[config.mk]
export PLATFORM = sky130hd
export DESIGN_NAME = apb_master_ctrl
export DESIGN_NICKNAME = d
export VERILOG_FILES = /design/src/rtl/apb_master_ctrl.sv
export SDC_FILE = /design/constraint.sdc
export NUM_CORES = 1
export LEC_CHECK = 0
export ABC_AREA = 0
export BUFFER_PORTS_ARGS = -buffer_cell sky130_fd_sc_hd__clkbuf_2
export CAP_MARGIN = 20
export CORE_MARGIN = 1
export CORE_UTILIZATION = 40
export CTS_CLUSTER_DIAMETER = 30
export DETAILED_ROUTE_END_ITERATION = 8
export GPL_ROUTABILITY_DRIVEN = 1
export PLACE_DENSITY = 0.74
export REMOVE_ABC_BUFFERS = 1
export SYNTH_ARGS = -nofsm -noshare
export SYNTH_HDL_FRONTEND = slang
export SYNTH_SLANG_ARGS = --single-unit
export TNS_END_PERCENT = 30
[constraint.sdc]
create_clock -name clk -period 2.3 [get_ports clk]
set_clock_uncertainty 0.15 [all_clocks]
set_input_delay 0.23 -clock clk [delete_from_list [all_inputs] [get_ports clk]]
set_output_delay 0.23 -clock clk [all_outputs]
set_load 0.1 [all_outputs]
[src/rtl/apb_master_ctrl.sv]
// apb_master_ctrl: APB4 master sequencer (grant capture, SETUP/ACCESS, wait states, timeout)
// Ports: clk/rstn clock and async active-low reset; rd_*/wr_* grant pulses and request fields
// from the arbiter; psel..pprot/prdata/pready/pslverr the APB4 master interface;
// rd_done/rd_data/rd_resp and wr_done/wr_resp completion to arbiter and response channels;
// busy high while a transfer is in SETUP or ACCESS.
module apb_master_ctrl #(
    parameter int ADDR_W  = 32,
    parameter int DATA_W  = 32,
    parameter int TIMEOUT = 16
) (
    input  logic                clk,
    input  logic                rstn,
    input  logic                rd_en,
    input  logic                wr_en,
    input  logic [ADDR_W-1:0]   rd_addr,
    input  logic [2:0]          rd_prot,
    input  logic [ADDR_W-1:0]   wr_addr,
    input  logic [DATA_W-1:0]   wr_data,
    input  logic [DATA_W/8-1:0] wr_strb,
    input  logic [2:0]          wr_prot,
    output logic                psel,
    output logic                penable,
    output logic                pwrite,
    output logic [ADDR_W-1:0]   paddr,
    output logic [DATA_W-1:0]   pwdata,
    output logic [DATA_W/8-1:0] pstrb,
    output logic [2:0]          pprot,
    input  logic [DATA_W-1:0]   prdata,
    input  logic                pready,
    input  logic                pslverr,
    output logic                rd_done,
    output logic [DATA_W-1:0]   rd_data,
    output logic [1:0]          rd_resp,
    output logic                wr_done,
    output logic [1:0]          wr_resp,
    output logic                busy
);
    localparam int SW = DATA_W / 8;
    localparam int CW = (TIMEOUT > 1) ? $clog2(TIMEOUT + 1) : 1;
    // Counter value during the last ACCESS cycle allowed before expiry
    localparam logic [CW-1:0] CNT_LAST = CW'((TIMEOUT > 0) ? TIMEOUT - 1 : 0);
    typedef enum logic [1:0] {IDLE, SETUP, ACCESS} state_t;
    state_t state_q, state_d;
    logic [ADDR_W-1:0] paddr_q, paddr_d;
    logic [DATA_W-1:0] pwdata_q, pwdata_d, rd_data_q, rd_data_d;
    logic [SW-1:0] pstrb_q, pstrb_d;
    logic [2:0] pprot_q, pprot_d;
    logic pwrite_q, pwrite_d, rd_done_q, rd_done_d, wr_done_q, wr_done_d;
    logic [1:0] rd_resp_q, rd_resp_d, wr_resp_q, wr_resp_d;
    logic [CW-1:0] cnt_q, cnt_d;
    logic expire;
    always_comb begin
        state_d   = state_q;
        paddr_d   = paddr_q;
        pwdata_d  = pwdata_q;
        pstrb_d   = pstrb_q;
        pprot_d   = pprot_q;
        pwrite_d  = pwrite_q;
        rd_data_d = rd_data_q;
        rd_resp_d = rd_resp_q;
        wr_resp_d = wr_resp_q;
        cnt_d     = cnt_q;
        rd_done_d = 1'b0;
        wr_done_d = 1'b0;
        expire    = (TIMEOUT > 0) && !pready && (cnt_q == CNT_LAST);
        case (state_q)
            IDLE: begin
                // Read wins when the arbiter erroneously grants both
                if (rd_en) begin
                    state_d  = SETUP;
                    paddr_d  = rd_addr;
                    pprot_d  = rd_prot;
                    pwrite_d = 1'b0;
                    pstrb_d  = '0;
                end else if (wr_en) begin
                    state_d  = SETUP;
                    paddr_d  = wr_addr;
                    pprot_d  = wr_prot;
                    pwrite_d = 1'b1;
                    pwdata_d = wr_data;
                    pstrb_d  = wr_strb;
                end
            end
            SETUP: begin
                state_d = ACCESS;
                cnt_d   = '0;
            end
            ACCESS: begin
                if (pready || expire) begin
                    state_d = IDLE;
                    // A timed-out transfer reports SLVERR and, for reads, zero data
                    if (pwrite_q) begin
                        wr_done_d = 1'b1;
                        wr_resp_d = (!pready || pslverr) ? 2'b10 : 2'b00;
                    end else begin
                        rd_done_d = 1'b1;
                        rd_resp_d = (!pready || pslverr) ? 2'b10 : 2'b00;
                        rd_data_d = pready ? prdata : '0;
                    end
                end else if (TIMEOUT > 0) begin
                    cnt_d = cnt_q + 1'b1;
                end
            end
            default: state_d = IDLE;
        endcase
    end
    always_ff @(posedge clk or negedge rstn) begin
        if (!rstn) begin
            state_q   <= IDLE;
            paddr_q   <= '0;
            pwdata_q  <= '0;
            pstrb_q   <= '0;
            pprot_q   <= '0;
            pwrite_q  <= 1'b0;
            rd_data_q <= '0;
            rd_resp_q <= '0;
            wr_resp_q <= '0;
            rd_done_q <= 1'b0;
            wr_done_q <= 1'b0;
            cnt_q     <= '0;
        end else begin
            state_q   <= state_d;
            paddr_q   <= paddr_d;
            pwdata_q  <= pwdata_d;
            pstrb_q   <= pstrb_d;
            pprot_q   <= pprot_d;
            pwrite_q  <= pwrite_d;
            rd_data_q <= rd_data_d;
            rd_resp_q <= rd_resp_d;
            wr_resp_q <= wr_resp_d;
            rd_done_q <= rd_done_d;
            wr_done_q <= wr_done_d;
            cnt_q     <= cnt_d;
        end
    end
    assign psel    = (state_q != IDLE);
    assign penable = (state_q == ACCESS);
    assign busy    = psel;
    assign pwrite  = pwrite_q;
    assign paddr   = paddr_q;
    assign pwdata  = pwdata_q;
    assign pstrb   = pstrb_q;
    assign pprot   = pprot_q;
    assign rd_done = rd_done_q;
    assign rd_data = rd_data_q;
    assign rd_resp = rd_resp_q;
    assign wr_done = wr_done_q;
    assign wr_resp = wr_resp_q;
endmodule

-- Word-level counts from Yosys, hierarchy flattened
Cells that the tools add are included.
- bits of input ports: 144
- logic and storage cells: 57
- output and inout bits: 113
- register bits after elaboration: 117
- equal/unequal tests: 6
- bitwise logic cells: 2
- reductions and logical operators: 14
- $add $sub $neg: 1
- mux-type cells: 22
- operator list (kind ; count):
    $mux 32 ; 3
    $pmux 5 s2 ; 1
    $reduce_and 3->1 ; 3
    $mux 1 ; 8
    $mux 2 ; 4
    $mux 4 ; 2
    $mux 3 ; 2
    $pmux 2 s3 ; 1
    $reduce_and 2->1 ; 3
    $reduce_bool 2->1 ; 3
    $add 5x1->5 const B ; 1
    $eq 5x4->1 const B ; 1
    $mux 5 ; 1
    $ne 3x3->1 const B ; 1
    $eq 2x1->1 const B ; 1
    $eq 2x2->1 const B ; 1
    $logic_not 2->1 ; 1
    $logic_or 1x1->1 ; 2
    $ne 2x1->1 const B ; 1
    $ne 2x2->1 const B ; 1
    $not 1->1 ; 2
    $logic_and 1x1->1 ; 1
    $logic_not 1->1 ; 1

-- Depth between registers and ports, before layout
- depth after elaboration: 5
- depth in mapped cells: 8
- mapped depth without buffers: 6

-- Worst setup path after synthesis
OpenSTA, ideal clock, no wires.
- path kind: register to register
- from: register cnt_q[0]
- to: register cnt_q[3]
- period minus slack after synthesis: 2122 ps
- data required time: 2024 ps
- cell stages (with the launch flop): 8
- slack: 178 ps
- buffers on the path: 1
- setup time: 126 ps
- data arrival time: 1846 ps
- cells stage by stage: dfrtp_1 -> ha_1 -> and3_1 -> ha_1 -> or2_1 -> clkbuf_1 -> o311a_1 -> a311o_1
- cells in the longest elaborated chain, start to end: 5
- elaborated cells between the ends (all ways): 8
- those cells by class: add/sub: 1; eq/ne: 2; mux: 2; reduce/logical: 3
- RTL lines (item ; line ; RTL):
    start: declaration ; 50 ; logic [CW-1:0] cnt_q, cnt_d;
    start signal: assignment ; 133 ; cnt_q <= cnt_d;
    branches (longest 5 deep; another with $add 5x1->5) ; -- ;
Parallel ways; which one is timed is not known. The select of a mux whose other input is x is not followed.
A chain may end at the register's enable or synchronous reset.

-- Worst setup path after layout
Same ends and word-level chain as after synthesis.

==> results_dict.tcl <==
set metrics [dict create \
    run_status "finished clean" \
    grt_max_degree 67 \
    synth.ff_latch_count 115 \
    synth_edf_count 0 \
    tightest_slew_ps 569 \
    hold_viol_final 0 \
    clock-sinks 115 \
    async_flop_share_pct 100 \
    via_per_inst 4.73 \
    initial_utilization_pct 41.2 \
    antenna_found_initial 0 \
    timing_worst_setup_path_type "register to register" \
    relSlewSlack_pct 62.2 \
    gr-total-overflow 0 \
    grt_use_total_pct 21.0 \
    ios 257 \
    grt_pass1_vias 4465 \
    nNetsFinal 865 \
    multi_input_area_sq_um 1990 \
    cts_hold_buf 71 \
    ant_nets 0 \
    synthFlopType "dfrtp_1" \
    drt_iter0_markers 149 \
    hold_path_class "primary input to register" \
    synth.avg_cell_area_sq_um 13.4 \
    setup-tns-final_ps 0 \
    drc 0 \
    clk_pin_slew_ps 50 \
    cts_max_level 4 \
    cp-end-kind "register" \
    syn_to_final_growth_pct 53.4 \
    row_count 41 \
    worst_ep_arrival_time_ps 2350 \
    path_max_fanout 6 \
    root_buffer "clkbuf_16" \
    num_vias 4276 \
    drt_wl_total_microns 13800 \
    postLayoutCoreUtil_pct 63.1 \
    critPathRequiredTime_ps 2430 \
    fin_crit_sh_pct 96.5 \
    maxSlewViolCount 0 \
    setup_viol 0 \
    rsz0062_at_grt "no" \
    hpwl_microns 8860 \
    r2r_start "cnt_q[0]" \
    grt_pass1_wl_microns 21100 \
    ys_seq_area_share_pct 55.4 \
    synthDistinctLibCells 32 \
    start_kind "register" \
    maxCapViolCount 0 \
    cts_tree "yes" \
    clock.fmax_ghz 0.451 \
    portBuffers 254 \
    cts_resized 0 \
    min_period_ps 2220 \
    dieArea_sq_um 13400 \
    synth_cells 388 \
    worstSetupStartpoint "cnt_q[0]" \
    cts_buffers 17 \
    fillers 963 \
    cts_setup_buffers 0 \
    worstSkewPairLatency_ps 410 \
    yosysWarnings 0 \
    regArea_sq_um 2880 \
    wl_per_cell_microns 15.3 \
    gp_congestion 0.807 \
    first_pass_iters 5 \
    antenna-diode-count 0 \
    min-delay-start "rd_addr[29]" \
    die_x_microns 116 \
    clockBufferDepth 2 \
    dieHeight_microns 116 \
    core_sq_um 12600 \
    synth_area_sq_um 5190 \
    drive_gt1_share_pct 53.4 \
]
==> worst max-delay path, cell delays in order, from the launching register on <==
cell and delay, ps:
dfrtp_1 430, ha_1 250, and3_1 150, ha_1 200
or2_1 290, o311a_1 350, a311o_1 280
==> Yosys cell counts, drive strengths merged, types with 2 or more instances <==
library cell	number	share of area, %
dfrtp	115	55
mux2	102	24
inv	40	2.9
nand2	35	2.5
mux2i	34	6.6
buf	21	3.4
a22o	5	0.84
a21oi	4	0.39
clkbuf	4	0.29
a31oi	3	0.36
and3	2	0.24
ha	2	0.48
nand3	2	0.19
nor2	2	0.14
nor4	2	0.24
o2bb2ai	2	0.34
o311ai	2	0.34
==> metrics by stage <==
step                hold slack [ps]  instance area, sq um  worst slack [ps]  std cells
global placement             -0.918                  6620               194        800
finish                         17.9                  7970              81.0        904
CTS                            2.78                  7950               110        903
floorplan                      -216                  5010             -2570        364
detailed placement             5.47                  6620               121        800
global route                   15.3                  7970              24.8        904
==> cell families after synthesis <==
logic type      Yosys count  share of synthesized area (%)
compound gates           20                           2.96
flops                   115                           55.4
other cells               1                         0.0722
fa+ha+maj                 2                          0.482
mux                     136                           30.1
simple gates             49                           4.38
buf+inv                  65                           6.58
==> path summary, 6_finish.rpt <==
check / end / slack (ps) / depth (start not counted)
min in group asynchronous: paddr[18] / 140 / 2
worst min register to register: pwdata[18] / 340 / 1
max in group asynchronous: rd_data[11] / 1190 / 3
worst max register to register: cnt_q[3] / 80 / 6
worst min-delay path: paddr[29] / 20 / 3
worst max-delay path: cnt_q[3] / 80 / 6
==> layer usage <==
layer / global-route usage, % / vias to the layer above / wire (microns)
li1: - / 1976 / -
met1: 21.8 / 2072 / 5280
met2: 37.9 / 192 / 7310
met3: 6.01 / 36 / 826
met4: 11.8 / 0 / 375
met5: 0 / - / 0
==> cell type report <==
| class | instances | share of cell area [%] |
|---|---|---|
| clock buffers | 24 | 6.17 |
| multi-input cells | 209 | 25.0 |
| inverters | 40 | 1.88 |
| clock inverters | 8 | 1.55 |
| well taps | 172 | 2.70 |
| repair buffers | 336 | 26.6 |
| flip-flops and latches | 115 | 36.1 |
==> state kept, by name (all words and copies together) (netlist names), 2 cells and up <==
name,count
cnt_q,5
paddr,32
pprot,3
pstrb,4
pwdata,32
rd_data,32
state_q,2
==> layout by cell type (no fill, tap or decap), drive strengths merged, types with 4 or more instances in the layout <==
| cell | synthesis | routed |
|---|---|---|
| dlygate4sd3 | 0 | 71 |
| buf | 21 | 12 |
| nand2 | 35 | 35 |
| clkbuf | 4 | 277 |
| dfrtp | 115 | 115 |
| a21oi | 4 | 4 |
| inv | 40 | 40 |
| a22o | 5 | 5 |
| mux2 | 102 | 102 |
| mux2i | 34 | 34 |
Power is not shown: default switching activity piles up to over one toggle a cycle in this logic, so the estimate is an artifact.
